<file path="config.mk">
export PLATFORM = sky130hd
export DESIGN_NAME = fault_confine_fsm
export DESIGN_NICKNAME = d
export VERILOG_FILES = /design/src/rtl/fault_confine_fsm.sv
export SDC_FILE = /design/constraint.sdc
export NUM_CORES = 1
export LEC_CHECK = 0
export BUFFER_PORTS_ARGS = -buffer_cell sky130_fd_sc_hd__buf_4
export CELL_PAD_IN_SITES_DETAIL_PLACEMENT = 0
export CELL_PAD_IN_SITES_GLOBAL_PLACEMENT = 1
export CORE_MARGIN = 2
export CORE_UTILIZATION = 25
export DETAILED_ROUTE_END_ITERATION = 16
export PLACE_DENSITY = 0.73
export SLEW_MARGIN = 20
export SYNTH_ARGS = -nofsm -noshare
export SYNTH_HDL_FRONTEND = slang
export SYNTH_SLANG_ARGS = --single-unit
</file>
<file path="constraint.sdc">
create_clock -name clock -period 2.7 [get_ports clock]
set_input_delay 0.54 -clock clock [delete_from_list [all_inputs] [get_ports clock]]
set_output_delay 0.54 -clock clock [all_outputs]
set_load 0.01 [all_outputs]
</file>
<file path="src/rtl/fault_confine_fsm.sv">
// fault_confine_fsm: CAN error-state classifier and bus-off recovery sequencer
module fault_confine_fsm #(
   parameter int WARN_LIMIT    = 96,
   parameter int PASSIVE_LIMIT = 128,
   parameter bit AUTO_RECOVER  = 1'b1
) (
   input  logic       clock,
   input  logic       reset,
   input  logic [8:0] tec,
   input  logic [7:0] rec,
   input  logic       erb_eq128,
   input  logic       recover_req,
   output logic       count_reset_n,
   output logic       erroractive,
   output logic       errorpassive,
   output logic       busoff,
   output logic       warning,
   output logic       state_chg
);
   typedef enum logic [2:0] {ERR_ACTIVE, ERR_PASSIVE, BO_WAIT, BO_COUNT, BO_CLEAR} state_t;
   state_t state, next_state;
   logic pas, bo, warn_cmp, next_act, next_pas, next_bo;
   // next-state decode; outputs are registered from the upcoming state
   always_comb begin
      pas = int'(tec) >= PASSIVE_LIMIT || int'(rec) >= PASSIVE_LIMIT;
      bo = tec[8];
      warn_cmp = int'(tec) >= WARN_LIMIT || int'(rec) >= WARN_LIMIT;
      next_state = state;
      case (state)
         ERR_ACTIVE, ERR_PASSIVE: next_state = bo ? BO_WAIT : pas ? ERR_PASSIVE : ERR_ACTIVE;
         BO_WAIT: next_state = (AUTO_RECOVER || recover_req) ? BO_COUNT : BO_WAIT;
         BO_COUNT: next_state = erb_eq128 ? BO_CLEAR : BO_COUNT;
         default: next_state = ERR_ACTIVE;
      endcase
      next_act = next_state == ERR_ACTIVE;
      next_pas = next_state == ERR_PASSIVE;
      next_bo = !next_act && !next_pas;
   end
   // state and registered status; warning is suppressed while counters are being cleared
   always_ff @(posedge clock) begin
      if (!reset) begin
         state <= ERR_ACTIVE;
         erroractive <= 1'b1;
         errorpassive <= 1'b0;
         busoff <= 1'b0;
         warning <= 1'b0;
         state_chg <= 1'b0;
         count_reset_n <= 1'b0;
      end else begin
         state <= next_state;
         erroractive <= next_act;
         errorpassive <= next_pas;
         busoff <= next_bo;
         state_chg <= {next_act, next_pas, next_bo} != {erroractive, errorpassive, busoff};
         warning <= !next_bo && state != BO_CLEAR && warn_cmp;
         count_reset_n <= !(next_state == BO_WAIT || next_state == BO_CLEAR);
      end
   end
endmodule

</file>
==> results_dict.tcl <==
set metrics [dict create \
    outcome "finished clean" \
    hold_ws_ns 0.5130 \
    synth-xor-area-share_pct 0 \
    yosys_register_bits 9 \
    syn_inst 40 \
    crit_family "flip-flops" \
    synthToLayoutAreaGrowth_pct 41.24 \
    yosysWarnings 0 \
    vias_per_cell 4.708 \
    worstMarginPinSlew_ns 0.3507 \
    arrival_ns 0.77 \
    ys_top_cells_by_area "dfxtp_1 (49%), nor2_1 (6.2%), nand2b_1 (5.2%), nor2b_1 (5.2%), nor4_1 (5.2%)" \
    die_y_um 42.16 \
    finalHoldViolCount 0 \
    antenna_found_initial 0 \
    synthAdderAreaFrac_pct 0 \
    min_from "state[0]" \
    max_stage_delay_ns 0.37 \
    max_freq_mhz 766.0 \
    synth_commonest_cells "dfxtp_1 (9), nor2_1 (6), nand2b_1 (3), nor2b_1 (3), nor4_1 (3)" \
    drive_gt1_share_pct 35.09 \
    regToRegStartpoint "state[2]" \
    antenna_left 0 \
    nFillCells 145 \
    globalRouteTotalUtil_pct 9.709 \
    syn_nets 61 \
    p_leak_nw 0.2352 \
    holdBufCountCts 0 \
    ys_async_sr_fraction_pct 0 \
    grt_use_met1_pct 11.92 \
    grt_max_degree 10 \
    ir_drop_v 0.0001789 \
    io_pins 27 \
    gr-total-overflow 0 \
    min_period_over_period_pct 48.35 \
    dieWidth_um 42.16 \
    drtIter0Drc 2 \
    numCtsBuffers 3 \
    cp-startpoint "busoff" \
    grt_use_met2_pct 13.23 \
    clock_sinks 9 \
    maxCapViolCount 0 \
    worstSetupPathType "flop to primary output" \
    htree_levels 1 \
    clk_pin_slew_ns 0.06 \
    portBuffers 15 \
    coreArea_sq_um 1334 \
    synth.most_common_cell "dfxtp_1" \
    avgSynthCellArea_sq_um 9.102 \
    synthFlopType "dfxtp_1" \
    n_antenna_cell 0 \
    grt_pass1_vias 301 \
    synth_edf_count 0 \
    synth_area_sq_um 364.1 \
    p_per_area_nw_per_um2 578.4 \
    synth_seq_area_share_pct 49.48 \
    slew_viol_final 0 \
    dieArea_sq_um 1777 \
    initial_utilization_pct 27.30 \
    synth_top_family_by_area "simple AND/OR/NAND/NOR gates" \
    ctsLongestPathBuffers 2 \
    finalSetupViolCount 0 \
    top_usage_layer "met2" \
    rows 13 \
    finalWirelength_um 745 \
    synth_top_area_share_pct 49.48 \
    fin_crit_ns 1.305 \
    crit_path_max_fanout 4 \
    synth-compound-area-share_pct 15.46 \
    synthDistinctLibCells 18 \
    worstPathCellList "buf_4" \
    wire_per_inst_um 10.35 \
    nets 79 \
    vias 339 \
    path_buf_inv 1 \
    cts_setup_buffers 0 \
    first_pass_iters 4 \
    clockRootBuffer "clkbuf_4" \
    grt_first_pass_wirelength_um 1235 \
    skew_ns 0.001650 \
    setup_tns_ns 0 \
    grt_use_met3_pct 1.293 \
    post_cts_resized 0 \
    synthSimpleGateAreaFrac_pct 32.99 \
    yosysTopAreaCell "dfxtp_1" \
    hp-class "flop to flop" \
    synthMuxAreaShare_pct 0 \
    start_kind "flop" \
    cp-end-kind "primary output" \
    rsz0062_at_grt "no" \
    insertion_delay_ns 0.26 \
    crit_path_top_delay_cell "dfxtp_1" \
    maxSlewHeadroom_pct 76.40 \
    routabilityCongestion 0.6682 \
    crit_required_ns 2.16 \
    tritoncts "yes" \
    drcViolationCount 0 \
]
power breakdown:
group | switching (mW) | total, mW | leakage, nW | internal [mW]
combinational | 0.0184 | 0.0439 | 0.145 | 0.0256
clock | 0.0470 | 0.104 | 0.0150 | 0.0570
sequential | 0.00740 | 0.150 | 0.0749 | 0.142
total | 0.0727 | 0.297 | 0.235 | 0.225
sequential cells by signal, indices dropped and copies added, names as in the netlist:
signal	count
erroractive	1
state	3
state_chg	1
warning	1
errorpassive	1
count_reset_n	1
busoff	1
metal layers:
layer / share of wire, % / vias to the layer above
met5: 0 / -
met4: 0 / 0
met3: 4.2 / 0
met2: 52 / 11
met1: 44 / 154
li1: - / 174
path summary, 6_finish.rpt:
kind          endpoint  slack, ns  cells after the start
min reg2reg   state[2]       0.51                      2
max             busoff       1.39                      1
min           state[2]       0.51                      2
max reg2reg  state_chg       1.40                      3
cells by family (layout without fill, tap and decap cells):
family,after synthesis,in the layout
buffers and inverters,2,19
AOI/OAI and AO/OA,7,7
and+or+nand+nor,22,22
DFF,9,9
layout make-up:
type	count	area [sq um]	share of cell area, %
clock buffer	4	26.28	5.109
timing repair buffer	15	112.6	21.90
sequential	9	180.2	35.04
tap	15	18.77	3.650
multi-input combinational	29	176.4	34.31
through the flow:
step / cell area [sq um] / utilization, % / instances / power, mW / setup WS [ns]
finish: 514.2 / 38.56 / 72 / 0.2975 / 1.395
global route: 514.2 / 38.56 / 72 / 0.3155 / 1.329
CTS: 514.2 / 38.56 / 72 / 0.3028 / 1.384
detailed placement: 488.0 / 36.59 / 68 / 0.1969 / 1.331
global placement: 488.0 / 36.59 / 68 / 0.1969 / 1.303
floorplan: 364.1 / - / 40 / 0.1731 / 1.406
cell usage in the layout (no fill, tap or decap), drive strengths merged:
cell type,count
dfxtp,9
o21a,1
or2,1
nor4,3
clkbuf,4
o21ai,1
nand3,2
nand2b,3
a21oi,2
o31ai,1
or4b,1
nor3,1
buf,15
and3,1
nand2,1
nor2,6
nor2b,3
o41ai,1
o211a,1
No activity file was read; power rests on OpenSTA's default activity.
